==> config.mk <==
export PLATFORM = sky130hd
export DESIGN_NAME = npu_seq_ctrl
export DESIGN_NICKNAME = d
export VERILOG_FILES = /design/src/rtl/npu_pkg.sv /design/src/rtl/npu_skew.sv /design/src/rtl/npu_seq_ctrl.sv
export SDC_FILE = /design/constraint.sdc
export NUM_CORES = 1
export LEC_CHECK = 0
export BUFFER_PORTS_ARGS = -buffer_cell sky130_fd_sc_hd__buf_2
export CELL_PAD_IN_SITES_DETAIL_PLACEMENT = 0
export CELL_PAD_IN_SITES_GLOBAL_PLACEMENT = 1
export CORE_MARGIN = 1
export CORE_UTILIZATION = 39
export CTS_CLUSTER_SIZE = 8
export DETAILED_ROUTE_END_ITERATION = 8
export GPL_TIMING_DRIVEN = 0
export PLACE_DENSITY_LB_ADDON = 0.1
export SLEW_MARGIN = 30
export SYNTH_ARGS = -nofsm -noshare
export SYNTH_HDL_FRONTEND = slang
export SYNTH_SLANG_ARGS = --single-unit
==> constraint.sdc <==
create_clock -name wb_clk_i -period 4.6 [get_ports wb_clk_i]
set_input_delay 0.23 -clock wb_clk_i [delete_from_list [all_inputs] [get_ports wb_clk_i]]
set_output_delay 0.23 -clock wb_clk_i [all_outputs]
set_load 0.01 [all_outputs]
==> src/rtl/npu_pkg.sv <==
// Shared dimensions and sequencer state encoding for the 3x3 systolic array job sequencer.
package npu_pkg;
    localparam int N       = 3;
    localparam int DW      = 8;
    localparam int ACCW    = 16;
    localparam int AWIDTH  = 9;
    localparam int ARR_LAT = 3;

    // A token lives from lane-0 entry (age 0) until its row is written (age ARR_LAT+N-1).
    localparam int TOK_DEPTH = ARR_LAT + N;

    typedef enum logic [1:0] {
        ST_IDLE  = 2'd0,
        ST_FEED  = 2'd1,
        ST_DRAIN = 2'd2,
        ST_DONE  = 2'd3
    } seq_state_e;
endpackage

==> src/rtl/npu_skew.sv <==
// Per-lane delay line: lane gi is delayed gi stages, or N-1-gi stages when REVERSE is set.
module npu_skew #(
    parameter int N       = 3,
    parameter int W       = 8,
    parameter bit REVERSE = 1'b0
) (
    input  logic         clk,
    input  logic         srst,
    input  logic         clr,
    input  logic [N*W-1:0] din,
    output logic [N*W-1:0] dout
);
    for (genvar gi = 0; gi < N; gi++) begin : g_lane
        localparam int D = REVERSE ? (N - 1 - gi) : gi;
        if (D == 0) begin : g_pass
            assign dout[gi*W +: W] = din[gi*W +: W];
        end else begin : g_dly
            logic [W-1:0] pipe_q [D];
            logic [W-1:0] pipe_d [D];

            always_comb begin
                pipe_d[0] = din[gi*W +: W];
                for (int s = 1; s < D; s++) begin
                    pipe_d[s] = pipe_q[s-1];
                end
            end

            always_ff @(posedge clk) begin
                if (srst || clr) begin
                    for (int s = 0; s < D; s++) begin
                        pipe_q[s] <= '0;
                    end
                end else begin
                    pipe_q <= pipe_d;
                end
            end

            assign dout[gi*W +: W] = pipe_q[D-1];
        end
    end
endmodule

==> src/rtl/npu_seq_ctrl.sv <==
// Job sequencer for the 3x3 weight-stationary systolic array: reads input vectors,
// skews them into the array rows, de-skews the column results and writes each row out.
module npu_seq_ctrl
    import npu_pkg::*;
(
    input  logic                wb_clk_i,
    input  logic                wb_rst_i,
    input  logic                start,
    input  logic                abort,
    input  logic [AWIDTH-1:0]   len,
    input  logic [AWIDTH-1:0]   in_base,
    input  logic [AWIDTH-1:0]   out_base,
    output logic                busy,
    output logic                done,
    output logic                in_rd_en,
    output logic [AWIDTH-1:0]   in_rd_addr,
    input  logic [N*DW-1:0]     in_rd_data,
    output logic [N*DW-1:0]     arr_left,
    output logic                arr_en,
    input  logic [N*ACCW-1:0]   arr_down,
    output logic                out_wr_en,
    output logic [AWIDTH-1:0]   out_wr_addr,
    output logic [N*ACCW-1:0]   out_wr_data
);
    localparam logic [AWIDTH:0] CNT_ONE = {{AWIDTH{1'b0}}, 1'b1};

    seq_state_e           state_q, state_d;
    logic [AWIDTH-1:0]    len_q, len_d;
    logic [AWIDTH-1:0]    in_base_q, in_base_d;
    logic [AWIDTH-1:0]    out_base_q, out_base_d;
    logic [AWIDTH:0]      rd_cnt_q, rd_cnt_d;
    logic [AWIDTH:0]      wr_cnt_q, wr_cnt_d;
    logic [TOK_DEPTH-1:0] tok_q, tok_d;
    logic                 last_rd, last_wr, accept;
    logic [N*DW-1:0]      feed_data;
    logic [N*ACCW-1:0]    cap_data;

    assign accept  = (state_q == ST_IDLE) && start && !abort;
    assign last_rd = (rd_cnt_q + CNT_ONE) == {1'b0, len_q};
    assign last_wr = out_wr_en && ((wr_cnt_q + CNT_ONE) == {1'b0, len_q});

    always_ff @(posedge wb_clk_i) begin
        if (wb_rst_i) begin
            state_q <= ST_IDLE;
        end else begin
            state_q <= state_d;
        end
    end

    always_comb begin
        state_d = state_q;
        case (state_q)
            ST_IDLE:  if (start) state_d = (len == '0) ? ST_DONE : ST_FEED;
            ST_FEED:  if (last_rd) state_d = ST_DRAIN;
            ST_DRAIN: if (last_wr) state_d = ST_DONE;
            ST_DONE:  state_d = ST_IDLE;
            default:  state_d = ST_IDLE;
        endcase
        if (abort) state_d = ST_IDLE;
    end

    always_comb begin
        busy        = (state_q == ST_FEED) || (state_q == ST_DRAIN);
        done        = (state_q == ST_DONE);
        in_rd_en    = (state_q == ST_FEED);
        in_rd_addr  = in_rd_en ? (in_base_q + rd_cnt_q[AWIDTH-1:0]) : '0;
        arr_en      = |tok_q;
        out_wr_en   = tok_q[TOK_DEPTH-1];
        out_wr_addr = out_wr_en ? (out_base_q + wr_cnt_q[AWIDTH-1:0]) : '0;
    end

    always_comb begin
        len_d      = len_q;
        in_base_d  = in_base_q;
        out_base_d = out_base_q;
        rd_cnt_d   = rd_cnt_q;
        wr_cnt_d   = wr_cnt_q;
        tok_d      = {tok_q[TOK_DEPTH-2:0], in_rd_en};
        if (accept) begin
            len_d      = len;
            in_base_d  = in_base;
            out_base_d = out_base;
            rd_cnt_d   = '0;
            wr_cnt_d   = '0;
        end
        if (in_rd_en)  rd_cnt_d = rd_cnt_q + CNT_ONE;
        if (out_wr_en) wr_cnt_d = wr_cnt_q + CNT_ONE;
        // Abort flushes everything in flight so no stale row can be written later.
        if (abort) begin
            tok_d    = '0;
            rd_cnt_d = '0;
            wr_cnt_d = '0;
        end
    end

    always_ff @(posedge wb_clk_i) begin
        if (wb_rst_i) begin
            len_q      <= '0;
            in_base_q  <= '0;
            out_base_q <= '0;
            rd_cnt_q   <= '0;
            wr_cnt_q   <= '0;
            tok_q      <= '0;
        end else begin
            len_q      <= len_d;
            in_base_q  <= in_base_d;
            out_base_q <= out_base_d;
            rd_cnt_q   <= rd_cnt_d;
            wr_cnt_q   <= wr_cnt_d;
            tok_q      <= tok_d;
        end
    end

    // Read data is only meaningful the cycle after a read; elsewhere the lanes carry bubbles.
    assign feed_data = tok_q[0] ? in_rd_data : '0;

    npu_skew #(.N(N), .W(DW), .REVERSE(1'b0)) u_skew (
        .clk  (wb_clk_i),
        .srst (wb_rst_i),
        .clr  (abort),
        .din  (feed_data),
        .dout (arr_left)
    );

    // Column gi of a vector leaves the array when its token reaches age ARR_LAT+gi.
    for (genvar gi = 0; gi < N; gi++) begin : g_cap
        assign cap_data[gi*ACCW +: ACCW] = tok_q[ARR_LAT+gi] ? arr_down[gi*ACCW +: ACCW] : '0;
    end

    npu_skew #(.N(N), .W(ACCW), .REVERSE(1'b1)) u_deskew (
        .clk  (wb_clk_i),
        .srst (wb_rst_i),
        .clr  (abort),
        .din  (cap_data),
        .dout (out_wr_data)
    );
endmodule

==> impl_metrics.toml <==
[outcome]
status = "finished, final reports clean"

[floorplanning]
coreArea_um2 = 13900
placement_rows = 43
initial_core_util = 0.402
die-area_um2 = 14900
die_x_um = 122
io_pins = 198
die_h_um = 122

[global_route]
gr-usage-all-layers = 0.208
grt_overflow = 0
grt_antenna_before_repair = 0
grt_max_degree = 17
grt_pass1_vias = 4914
grt_pass1_wl_um = 23400

[sta]
max_freq_ghz = 0.310
fin_setup_tns_ns = 0
max-slew-margin-rel = 0.522
skew_ns = 0.00649
hold_viol_final = 0
post-route-min-period_ns = 3.23
maxSlewViolCount = 0
rsz0062_at_grt = "no"
worst_pin_slew_ns = 0.717
final.period_utilization = 0.702
setup_viol = 0

[worst_setup_path]
worstSetupPathType = "flop to output pin"
critPathRequiredTime_ns = 4.37
cp_max_fo = 8
worst_ep_arrival_time_ns = 3.00
crit_path_end_kind = "output pin"
start_kind = "flop"

[synth]
synth_edf_count = 0
seq_area_frac_synth = 0.453
async_reset_ff_frac = 0
ys_types = 52
synth_area_um2 = 5610
syn_avg_cell_area_um2 = 8.57
netlist_instances = 654
synth-seq-cells = 127
synth-main-ff-cell = "dfxtp_1"
synth_warnings = 0
syn-num-nets = 782

[clocking]
cts_resized = 0
path_clk_slew_ns = 0.06
clk_latency_ns = 0.42
cts_tree = "yes"
htreeDepth = 4
ctsLongestPathBuffers = 2
cts-buffers-inserted = 17
postCtsHoldBufs = 0
cts-root-buf = "clkbuf_16"
post_cts_buffers = 0
clock-sinks = 127

[cells_and_area]
multiInputGateArea_um2 = 2820
nNetsFinal = 998
area_growth_syn_to_layout_pct = 31.4
antenna_cells = 0
seq_area_um2 = 2540
drive_gt1_frac = 0.279
post-route-util = 0.529
n_fill_cell = 1357

[pwr]
comb_power_share = 0.081
p_leak_nw = 3.55
switchingPower_mw = 0.674
p_int_mw = 1.91
p_seq_frac = 0.439
pwr-share-clk = 0.480
p_per_area_nw_per_um2 = 351
swShare = 0.261
irDropWorstVdd_mv = 0.257

[placed_design]
gp_congestion = 0.844
hpwl_um = 11800
io_buffers = 197

[detailed_routing]
drtPass1Iterations = 5
drt_iter0_markers = 176
wirelength_um = 15400
wl_per_cell_um = 14.5
drc = 0
drtAntennaViolNets = 0
vias = 5295
via_per_inst = 4.98

[min_path]
worstHoldPathType = "input port to flop"

[run]
drv_cap = 0
==> through the flow <==
step / hold WS (ns) / worst slack (ns) / instance area (um^2) / power, mW / cells
2_1_floorplan: 0.366 / 2.27 / 5610 / 1.27 / 654
3_3_place_gp: 0.407 / 1.87 / 6820 / 1.36 / 1031
3_5_place_dp: 0.411 / 1.83 / 6820 / 1.37 / 1031
4_1_cts: 0.0273 / 1.35 / 7370 / 2.61 / 1063
5_1_grt: 0.0259 / 1.12 / 7370 / 2.69 / 1063
6_report: 0.0412 / 1.37 / 7370 / 2.58 / 1063
==> power groups by stage <==
stage	clock network (mW)	registers, mW	logic, mW
floorplan	0	1.15	0.120
global placement	0	1.16	0.205
detailed placement	0	1.16	0.210
CTS	1.26	1.13	0.212
global route	1.32	1.14	0.233
finish	1.24	1.13	0.209
==> state kept, by name, summed over array words and instances, names as in the netlist <==
register and count:
u_skew.dout 8, u_skew.g_lane.g_dly.pipe_d 8, tok_q 6, wr_cnt_q 10, in_base_q 9, state_q 2, u_deskew.g_lane.g_dly.pipe_q 16, u_deskew.dout 16
u_skew.g_lane.g_dly.pipe_q 8, out_base_q 9, len_q 9, rd_cnt_q 10, u_deskew.g_lane.g_dly.pipe_d 16
==> worst max-delay path: stages, from the launching register on <==
cell	delay (ns)
dfxtp_1	0.51
ha_1	0.25
inv_1	0.06
fa_1	0.39
nor2b_1	0.17
o21ai_0	0.13
a21boi_0	0.30
o21ai_0	0.20
a21oi_1	0.20
o21ai_0	0.10
a21oi_1	0.12
buf_2	0.15
==> per-layer routing <==
metal  part of all wire  track usage
met1               0.42        0.241
met3              0.056       0.0473
met5                  0            0
met4              0.027        0.103
met2               0.50        0.356
==> layout by cell type, fill, tap and decap left out, types with 4 or more instances in the layout <==
master     instances
clkinv_4           4
nand3_1           13
nand2b_1           5
nand2_1           75
nor2b_1            5
nor3_1            15
nor2_1            47
clkbuf_16         17
clkbuf_1          34
and3_1            51
inv_1             21
or3_1              4
a21oi_1           59
a31oi_1            4
ha_1              23
dfxtp_1          127
nor4_1             8
xor2_1            11
inv_6              4
a21o_1             8
o21ai_0           21
xnor2_1           19
buf_2            199
and2_1            55
==> path summary, 6_finish.rpt <==
check	endpoint	depth (start not counted)	slack, ns	startpoint
max reg2reg	state_q[0]	10	1.95	rd_cnt_q[0]
min reg2reg	u_skew.dout[23]	1	0.42	u_skew.g_lane[2].g_dly.pipe_d[7]
max	in_rd_addr[8]	11	1.37	rd_cnt_q[0]
min	u_deskew.g_lane[1].g_dly.pipe_q[1]	2	0.04	arr_down[17]
==> Yosys cell counts (all sizes together), types with 2 or more instances <==
library cell | count | area (um^2)
a211oi | 4 | 35.0
a21boi | 2 | 15.0
a21o | 9 | 68.8
a21oi | 59 | 295
a31oi | 4 | 25.0
a32oi | 2 | 17.5
a41oi | 2 | 17.5
and2 | 55 | 344
and3 | 51 | 319
buf | 6 | 36.3
clkbuf | 34 | 128
dfxtp | 127 | 2540
fa | 2 | 40.0
ha | 23 | 288
inv | 21 | 78.8
mux2i | 3 | 30.0
nand2 | 76 | 288
nand2b | 5 | 31.3
nand3 | 14 | 75.1
nand3b | 2 | 15.0
nand4 | 2 | 12.5
nor2 | 47 | 176
nor2b | 5 | 31.3
nor3 | 15 | 75.1
nor4 | 8 | 50.1
o21ai | 23 | 115
o31a | 2 | 18.8
or2 | 3 | 18.8
or3 | 5 | 36.3
or4 | 2 | 15.0
xnor2 | 19 | 166
xor2 | 11 | 96.3
==> logic make-up after synthesis <==
family | Yosys count | synth area share
xor gates and xnor gates | 30 | 0.0469
adders and majority gates | 25 | 0.0585
muxes | 3 | 0.00536
AOI/OAI and AO/OA | 114 | 0.122
and+or+nand+nor | 293 | 0.270
buffers and inverters | 62 | 0.0440
DFF | 127 | 0.453
==> final cells by class <==
cell class	instances	share of cell area
plain buffers	40	0.0222
clock buffers	17	0.0577
clock inverters	15	0.0171
inverters	22	0.0112
multi-input cells	465	0.382
flip-flops and latches	127	0.345
well taps	180	0.0306
repair buffers	197	0.134
No activity file was read; power rests on OpenSTA's default activity.
